<file path="src/rtl/count_arbiter.sv">
// Two-requester round-robin arbiter that drives an up/down counter enable for a granted run length.
// Optional abort input is enabled by defining COUNT_ARBITER_ABORT_EN.
module count_arbiter #(
  parameter int N     = 8,
  parameter int LEN_W = 8
) (
  input  logic             clk,
  input  logic             rst,
  input  logic [1:0]       req,
  input  logic             dir0,
  input  logic             dir1,
  input  logic [LEN_W-1:0] len0,
  input  logic [LEN_W-1:0] len1,
`ifdef COUNT_ARBITER_ABORT_EN
  input  logic             abort,
`endif
  output logic [1:0]       gnt,
  output logic             en,
  output logic             up_dn,
  output logic             busy,
  output logic             owner,
  output logic             done,
  output logic [N-1:0]     count_exp
);

  // state | meaning
  // IDLE  | waiting for a request; grant issued combinationally
  // RUN   | counter enabled, remaining counts down to the last cycle
  // DONE  | one-cycle completion pulse
  typedef enum logic [1:0] {IDLE, RUN, DONE} state_t;

  localparam logic [N-1:0]     CNT_ONE = 1;
  localparam logic [LEN_W-1:0] LEN_ONE = 1;
  localparam logic [LEN_W-1:0] LEN_ZERO = '0;

  state_t           state;
  logic [LEN_W-1:0] remaining;
  logic             dir_q;
  logic             prio;
  logic             owner_q;
  logic [N-1:0]     cnt;

  logic             sel;
  logic             take;
  logic [LEN_W-1:0] sel_len;
  logic             sel_dir;
  logic             abort_hit;

  always_comb begin
    sel     = (req == 2'b11) ? prio : req[1];
    take    = (state == IDLE) && (req != 2'b00) && !rst;
    sel_len = sel ? len1 : len0;
    sel_dir = sel ? dir1 : dir0;
  end

`ifdef COUNT_ARBITER_ABORT_EN
  assign abort_hit = abort;
`else
  assign abort_hit = 1'b0;
`endif

  // Outputs are gated by rst so they read inactive for the whole reset cycle.
  assign gnt       = take ? (sel ? 2'b10 : 2'b01) : 2'b00;
  assign en        = (state == RUN) && !rst;
  assign up_dn     = en && dir_q;
  assign busy      = ((state == RUN) || (state == DONE)) && !rst;
  assign done      = (state == DONE) && !rst;
  assign owner     = owner_q;
  assign count_exp = cnt;

  always_ff @(posedge clk) begin
    if (rst) begin
      state     <= IDLE;
      remaining <= '0;
      dir_q     <= 1'b0;
      prio      <= 1'b0;
      owner_q   <= 1'b0;
      cnt       <= '0;
    end else begin
      case (state)
        IDLE: begin
          if (take) begin
            owner_q   <= sel;
            prio      <= ~sel;
            dir_q     <= sel_dir;
            remaining <= sel_len;
            state     <= (sel_len == LEN_ZERO) ? DONE : RUN;
          end
        end
        RUN: begin
          cnt       <= dir_q ? (cnt - CNT_ONE) : (cnt + CNT_ONE);
          remaining <= remaining - LEN_ONE;
          if ((remaining == LEN_ONE) || abort_hit)
            state <= DONE;
        end
        DONE: begin
          remaining <= '0;
          state     <= IDLE;
        end
        default: state <= IDLE;
      endcase
    end
  end

endmodule

</file>
<file path="config.mk">
export PLATFORM = sky130hd
export DESIGN_NAME = count_arbiter
export DESIGN_NICKNAME = d
export VERILOG_FILES = /design/src/rtl/count_arbiter.sv
export SDC_FILE = /design/constraint.sdc
export NUM_CORES = 1
export LEC_CHECK = 0
export CORE_ASPECT_RATIO = 0.75
export CORE_MARGIN = 2
export CORE_UTILIZATION = 45
export DETAILED_ROUTE_END_ITERATION = 6
export PLACE_DENSITY = 0.76
export SLEW_MARGIN = 25
export SYNTH_ARGS = -nofsm -noshare
export SYNTH_HDL_FRONTEND = slang
export SYNTH_SLANG_ARGS = --single-unit
</file>
<file path="constraint.sdc">
create_clock -name clk -period 1.91 [get_ports clk]
set_clock_uncertainty 0.1 [all_clocks]
set_input_delay 0.191 -clock clk [delete_from_list [all_inputs] [get_ports clk]]
set_output_delay 0.191 -clock clk [all_outputs]
set_load 0.03 [all_outputs]
</file>
* Word-level counts from Yosys, hierarchy flattened *
Cells that the tools add are included.

operators by class
  $add $sub $neg = 3
  equality and inequality tests = 6
  mux-type cells = 12
  bitwise operators = 1
  reductions and logical operators = 15

operators with widths
  operator                                               count
  2-to-1 mux 8 bit                                       3
  case mux 8 bit (3 select lines)                        1
  subtractor 8 x 1 -> 8 bit, second input constant       2
  2-to-1 mux 2 bit                                       5
  adder 8 x 1 -> 8 bit, second input constant            1
  == test 8 x 1 -> 1 bit, second input constant          1
  zero test 8 bit                                        1
  logical AND 1 bit                                      6
  AND reduction 2 bit                                    3
  == test 2 bit, second input constant                   2
  case mux 2 bit (2 select lines)                        1
  nonzero test 3 bit                                     1
  == test 2 x 1 -> 1 bit, second input constant          1
  zero test 2 bit                                        1
  2-to-1 mux 1 bit                                       2
  inequality test 2 x 1 -> 1 bit, second input constant  1
  inequality test 2 bit, second input constant           1
  nonzero test 2 bit                                     1
  zero test 1 bit                                        1
  logical OR 1 bit                                       1
  inverter 1 bit                                         1

word-level totals
  flip-flop bits (word level) = 21
  input bits = 22
  word-level logic and storage cells = 43

* Longest topological paths before layout *
Gate-level depths: netlist of the first run.

  depth in word-level cells = 7
  mapped depth = 8

* Worst setup path before layout of the first run *
Ideal clock, no wire load.

  path type = flip-flop to output port
  from = register state[1]
  to = output up_dn
  data arrival time = 1805 ps
  path slack = -186 ps
  stages on the path, launching flop included = 7
  buffers on the path = 2
  cell sequence = dfxtp_1 inv_1 ha_1 clkbuf_1 inv_1 clkbuf_1 nor3_1

on the way
  cells in the longest elaborated chain, start to end = 3

RTL lines
  what                      RTL line  text
  start: declaration        36        state_t state;
  start signal: assignment  87        state <= (sel_len == LEN_ZERO) ? DONE : RUN;
  == test 2 x 1 -> 1 bit    64        assign en = (state == RUN) && !rst;
  logical AND 1 bit         64
  logical AND 1 bit         65        assign up_dn = en && dir_q;
  end: declaration          19        output logic up_dn,

No other way between the ends.

* Final worst setup path of the first run *
  from = register dir_q
  to = register cnt[7] (netlist: count_exp[7])

on the way
  cells in the longest elaborated chain, start to end = 1

RTL lines
  what                      RTL line  text
  start: declaration        38        logic dir_q;
  start signal: assignment  85        dir_q <= sel_dir;
  2-to-1 mux 8 bit          91        cnt <= dir_q ? (cnt - CNT_ONE) : (cnt + CNT_ONE);
  end signal: assignment    91
  end: declaration          41        logic [N-1:0] cnt;

No other way between the ends.
A chain may end at the register's enable or synchronous reset.

==> results of run 1 <==
-- kinds of logic (layout without fill, tap and decap cells) --
| group | count (synthesis) | count (layout) | synth area share [%] |
|---|---|---|---|
| muxes | 1 | 1 | 0.641 |
| adders and majority gates | 13 | 13 | 10.9 |
| DFF | 21 | 21 | 26.9 |
| xor gates and xnor gates | 4 | 4 | 2.24 |
| buffers and inverters | 21 | 79 | 5.36 |
| AOI/OAI and AO/OA | 72 | 72 | 30.1 |
| and+or+nand+nor | 66 | 66 | 23.9 |
-- layout by cell type (no fill, tap or decap), drive strengths merged, types with 2 or more instances in the layout --
cell type,instances
a2111oi,2
a211oi,3
a21boi,3
a21o,7
a21oi,18
a31oi,3
and2,3
and3,5
buf,32
clkbuf,4
clkdlybuf4s50,29
dfxtp,21
ha,12
inv,11
nand2,11
nand2b,4
nand3,5
nand4,3
nor2,13
nor2b,5
nor3,8
nor4,2
o211ai,2
o21a,3
o21ai,18
o21bai,2
o221a,2
o31ai,2
xnor2,3
-- worst register-to-register path, stage by stage, from the launching register on --
cell,delay (ns)
dfxtp_4,0.38
buf_4,0.15
ha_1,0.34
a21oi_2,0.21
a21oi_2,0.09
o21a_1,0.20
o311ai_1,0.22
o41ai_1,0.10
-- worst paths after layout --
kind | slack, ns | cells past startpoint | endpoint | startpoint
worst min-delay path | 0.38 | 1 | owner$_SDFFE_PP0P_ | owner$_SDFFE_PP0P_
worst max-delay path | 0.005 | 7 | count_exp[7]$_SDFFE_PP0P_ | dir_q$_SDFFE_PP0P_
worst min register to register | 0.38 | 1 | owner$_SDFFE_PP0P_ | owner$_SDFFE_PP0P_
worst max register to register | 0.005 | 7 | count_exp[7]$_SDFFE_PP0P_ | dir_q$_SDFFE_PP0P_
-- what timing repair did --
| action | CTS | global route |
|---|---|---|
| endpoints found under the setup margin | 4 | 8 |
| endpoints found under the hold margin | 0 | 0 |
| gates resized for setup | 3 | 10 |
| pin swaps | 1 | 1 |
| setup buffers | 0 | 4 |
-- per-stage QoR --
step	utilization, %	cells	total power [W]	TNS [ns]	cell area [um^2]
3_5_place_dp	63.5	288	0.00209	-0.790	2100
4_1_cts	65.0	292	0.00239	0	2150
6_report	66.9	296	0.00251	0	2210
5_1_grt	66.9	296	0.00269	-0.266	2210
3_3_place_gp	63.5	288	0.00206	-0.119	2100
2_1_floorplan	-	198	0.00160	0	1570
-- registers in the layout, summed over array words and instances, names as in the netlist --
signal     flops
count_exp      8
dir_q          1
owner          1
prio           1
remaining      8
state          2
-- cell type report --
| type | count | area share, % |
|---|---|---|
| multi-input cells | 156 | 49.3 |
| repair buffers | 63 | 24.7 |
| flip-flops and latches | 21 | 19.4 |
| well taps | 40 | 2.26 |
| inverters | 12 | 2.20 |
| clock buffers | 3 | 1.86 |
| clock inverters | 1 | 0.226 |
-- metal layers --
metal / routed length (um) / vias up
li1: - / 840
met1: 2150 / 738
met2: 1810 / 80
met3: 355 / 4
met4: 46 / 0
met5: 0 / -
-- power groups by stage --
stage | clock (W) | sequential, W | combinational, W
final | 0.000294 | 0.000681 | 0.00153
after global routing | 0.000324 | 0.000698 | 0.00167
after CTS | 0.000302 | 0.000678 | 0.00141
after detailed placement | 0 | 0.000687 | 0.00140
after global placement | 0 | 0.000680 | 0.00138
after floorplan | 0 | 0.000746 | 0.000855
-- synth_stat cells (2+ instances only) --
cell type   n
a2111oi_0   2
a211oi_1    3
a21boi_1    3
a21o_1      7
a21oi_1    17
a31oi_1     3
and2_1      3
and3_1      4
clkbuf_1    7
dfxtp_1    21
ha_1       12
inv_1      11
nand2_1    11
nand2b_1    4
nand3_1     5
nand4_1     3
nor2_1     13
nor2b_1     5
nor3_1      8
o211ai_1    2
o21a_1      3
o21ai_0    16
o21ai_1     2
o21bai_1    2
o221a_2     2
o31ai_1     2
xnor2_1     3
==> impl_metrics.env, run 1 <==
export IMPL_place_hpwl_mm=3.22
export IMPL_pwr_share_comb_pct=61.1
export IMPL_pre_cts_ws_ns=-0.194
export IMPL_clock_path_buffers=2
export IMPL_power_density_nw_per_um2=1130
export IMPL_post_route_min_period_ns=1.91
export IMPL_seq_area_um2=429
export IMPL_multi_input_area_um2=1090
export IMPL_drv_slew=0
export IMPL_drive_gt1_share_pct=23.4
export IMPL_fin_crit_sh_pct=99.7
export IMPL_tritoncts="done"
export IMPL_routedWlPerCell_um=14.7
export IMPL_diodes=0
export IMPL_grt_max_degree=13
export IMPL_setup_slack_ns=0.00479
export IMPL_grt_use_met2_pct=32.3
export IMPL_maxCapViolations=0
export IMPL_cts_sinks=21
export IMPL_grt_met1_usage_pct=31.7
export IMPL_tightest_slew_ns=0.424
export IMPL_io_buffers=36
export IMPL_worst_path_most_repeated_cell="a21oi_2"
export IMPL_gp_congestion=0.924
export IMPL_ys_seq_area_share_pct=26.9
export IMPL_ys_warn_count=0
export IMPL_sequentialPowerShare_pct=27.1
export IMPL_hold_buffers=0
export IMPL_n_fill_cell=279
export IMPL_cp_required_ns=1.95
export IMPL_die_w_um=72.0
export IMPL_cpMaxStageDelayCell="dfxtp_4"
export IMPL_crit_path_end_kind="flip-flop"
export IMPL_slowest_delay_ns=0.38
export IMPL_track_usage_pct=22.0
export IMPL_grt_pass1_wl_mm=6.55
export IMPL_syn_inst=198
export IMPL_pin_count=37
export IMPL_yosys_register_bits=21
export IMPL_ys_types=51
export IMPL_clk_latency_ns=0.27
export IMPL_synth_top_area_share_pct=26.9
export IMPL_grt_busiest_layer="met2"
export IMPL_first_global_vias=1428
export IMPL_cts_buffers=3
export IMPL_outcome="completed"
export IMPL_hold_class="reg -> reg"
export IMPL_core_um2=3310
export IMPL_synth_area_per_cell_um2=7.89
export IMPL_dieArea_um2=3970
export IMPL_synth_edf_count=0
export IMPL_switchingPower_w=0.00110
export IMPL_ys_dominant_reg_cell="dfxtp_1"
export IMPL_critPathMaxFanout=9
export IMPL_drc_errors=0
export IMPL_leakage_nw=0.954
export IMPL_synth_nets=233
export IMPL_synth_area_um2=1560
export IMPL_cts_clk_slew_worst_paths_ns=0.07
export IMPL_overflow=0
export IMPL_crit_chain="buf_4 > ha_1 > a21oi_2 > a21oi_2 > o21a_1 > o311ai_1 > o41ai_1"
export IMPL_cp_top_family="compound AO/OA/AOI/OAI gates"
export IMPL_start_kind="flip-flop"
export IMPL_start_util_pct=47.2
export IMPL_area_delta_synth_final_pct=41.7
export IMPL_fin_nets=292
export IMPL_antenna_found_initial=0
export IMPL_internal_power_w=0.00141
export IMPL_peakVddDrop_v=0.000540
export IMPL_rsz0062_at_grt="yes"
export IMPL_firstDrtPassIters=4
export IMPL_grt_use_met3_pct=4.17
export IMPL_max_freq_ghz=0.525
export IMPL_drt_initial_drc_count=103
export IMPL_relSlewSlack_pct=71.4
export IMPL_routed_wl_mm=4.36
export IMPL_holdWs_ns=0.376
export IMPL_setup_viol=0
export IMPL_pwr_share_clk_pct=11.7
export IMPL_num_rows=18
export IMPL_root_buffer="clkbuf_8"
export IMPL_critPathBufInv=1
export IMPL_cp_arrival_ns=1.95
export IMPL_viasPerCell=5.61
export IMPL_synth_area_leaders="dfxtp_1 27%, ha_1 9.6%, a21oi_1 5.4%"
export IMPL_die_h_um=55.0
export IMPL_via_count=1662
export IMPL_critPathKind="reg -> reg"
export IMPL_drtAntennaViolNets=0
export IMPL_cts_max_level=1
export IMPL_yosysTopAreaCell="dfxtp_1"
export IMPL_p_sw_share_pct=44.0
export IMPL_async_reset_ff_share_pct=0
export IMPL_timing_final_hold_violations=0
(Power assumes the default switching activity.)
==> inputs of run 2 (changes only) <==
Settings changed: CORE_UTILIZATION 45 to 53, PLACE_DENSITY 0.76 to 0.84.
Clock period 1.91 ns to 2.4 ns, I/O delays scaled along.
==> run 2 against run 1 <==
Net effect:
- clock-buffer cell count rose by 1
- die area fell by 14%
- clock power fell by 20%
- combinational power fell by 31%
- critical path depth fell by 3
- non-clock buffer count fell by 21
- register-to-register slack improved by 0.26 ns
- utilization rose by 3.3 points
- first-iteration DRC count fell by 17%
- sequential power fell by 20%
- critical endpoint is now busy
==> impl_metrics.env, run 2 (synthesis results as in run 1) <==
export IMPL_cp_required_ns=2.06
export IMPL_cts_sinks=21
export IMPL_start_util_pct=54.4
export IMPL_firstDrtPassIters=4
export IMPL_n_fill_cell=233
export IMPL_clock_path_buffers=2
export IMPL_relSlewSlack_pct=69.4
export IMPL_max_freq_ghz=0.444
export IMPL_root_buffer="clkbuf_8"
export IMPL_dieArea_um2=3400
export IMPL_overflow=0
export IMPL_rsz0062_at_grt="no"
export IMPL_post_cts_setup_buffers=0
export IMPL_die_w_um=66.7
export IMPL_crit_chain="inv_1 > ha_1 > nor2b_1 > clkdlybuf4s50_1"
export IMPL_hold_class="reg -> reg"
export IMPL_grt_pass1_wl_mm=6.30
export IMPL_io_buffers=36
export IMPL_cts_buffers=3
export IMPL_num_rows=17
export IMPL_timing_final_hold_violations=0
export IMPL_ff2ff_setup_slack_ns=0.26
export IMPL_fin_nets=271
export IMPL_drv_slew=0
export IMPL_first_global_vias=1385
export IMPL_crit_path_end_kind="output port"
export IMPL_tritoncts="done"
export IMPL_drtAntennaViolNets=0
export IMPL_tightest_slew_ns=0.458
export IMPL_cts_clk_slew_worst_paths_ns=0.07
export IMPL_die_h_um=51.0
export IMPL_antenna_found_initial=0
export IMPL_routedWlPerCell_um=13.8
export IMPL_leakage_nw=0.835
export IMPL_cts_max_level=1
export IMPL_post_route_min_period_ns=2.25
export IMPL_peakVddDrop_v=0.000395
export IMPL_critPathBufInv=2
export IMPL_grt_max_degree=16
export IMPL_clk_latency_ns=0.26
export IMPL_critPathMaxFanout=3
export IMPL_power_density_nw_per_um2=909
export IMPL_start_kind="flip-flop"
export IMPL_track_usage_pct=24.2
export IMPL_setup_viol=0
export IMPL_ctsResizeCount=0
export IMPL_core_um2=2870
export IMPL_most_common_layout_cells="33 x clkdlybuf4s50_1, 21 x dfxtp_1, 17 x a21oi_1"
export IMPL_cp_top_family="buffers and inverters"
export IMPL_via_count=1582
export IMPL_final_common_cell="clkdlybuf4s50_1"
export IMPL_outcome="completed"
export IMPL_drt_initial_drc_count=85
export IMPL_pin_count=37
export IMPL_hold_buffers=0
export IMPL_slowest_delay_ns=0.70
export IMPL_setup_tns_final_ns=0
export IMPL_drc_errors=0
export IMPL_fin_crit_sh_pct=93.8
export IMPL_gp_congestion=0.856
export IMPL_holdWs_ns=0.373
export IMPL_routed_wl_mm=3.78
export IMPL_critPathKind="reg -> out"
export IMPL_diodes=0
export IMPL_area_delta_synth_final_pct=28.9
export IMPL_drive_gt1_share_pct=8.51
export IMPL_postLayoutCoreUtil_pct=70.2
export IMPL_viasPerCell=5.79
export IMPL_cp_arrival_ns=1.91
export IMPL_place_hpwl_mm=2.96
export IMPL_cpMaxStageDelayCell="clkdlybuf4s50_1"
export IMPL_maxCapViolations=0
run 2: cell count changes in the layout (fill, tap and decap cells not counted), sizes merged:
cell | before | now
buf | 32 | 9
clkdlybuf4s50 | 29 | 33
clkinv | 1 | 0
clkinvlp | 1 | 0
dlymetal6s2s | 1 | 0
inv | 11 | 12
run 2: power breakdown:
part	leakage, nW	internal (W)	total, W	switching [W]
combinational	0.640	0.000464	0.00106	0.000592
sequential	0.172	0.000441	0.000542	0.000101
clock	0.0228	0.000118	0.000234	0.000115
total	0.835	0.00102	0.00183	0.000808
run 2: routing by layer:
metal  vias up  share of wire [%]  GRT usage, %
met5         -                  0             0
met4         0                1.4          7.14
li1        795                  -             -
met2        63                 41          34.8
met1       718                 51          36.3
met3         6                6.9          4.63
run 2: final cells by class:
cell class / instances / area, um^2 / share of cell area (%)
inverter: 12 / 45.0 / 2.24
timing repair buffer: 42 / 398 / 19.8
tap: 38 / 47.5 / 2.36
sequential: 21 / 420 / 20.9
multi-input combinational: 156 / 1060 / 52.5
clock buffer: 4 / 45.0 / 2.24
run 2: worst register-to-register path, stage by stage, from the launching register on:
cell and delay [ns]:
dfxtp_1 0.56, ha_1 0.36, a21o_1 0.22, a31o_1 0.23
o21a_1 0.18, o311ai_1 0.25, o41ai_1 0.12
run 2: per-stage QoR:
step | setup slack, ns | cell area [um^2] | std cells | power (W)
after floorplan | 0.255 | 1560 | 198 | 0.00127
after global placement | 0.257 | 1970 | 269 | 0.00157
after detailed placement | 0.189 | 1970 | 269 | 0.00159
after CTS | 0.160 | 2010 | 273 | 0.00182
after global routing | 0.0934 | 2010 | 273 | 0.00197
final | 0.150 | 2010 | 273 | 0.00183
run 2: final timing paths:
kind,from,end,cells past startpoint
hold reg to reg,owner$_SDFFE_PP0P_,owner$_SDFFE_PP0P_,1
hold / removal,owner$_SDFFE_PP0P_,owner$_SDFFE_PP0P_,1
setup / recovery,state[0]$_SDFFE_PP0P_,busy,4
setup reg to reg,dir_q$_SDFFE_PP0P_,count_exp[7]$_SDFFE_PP0P_,6
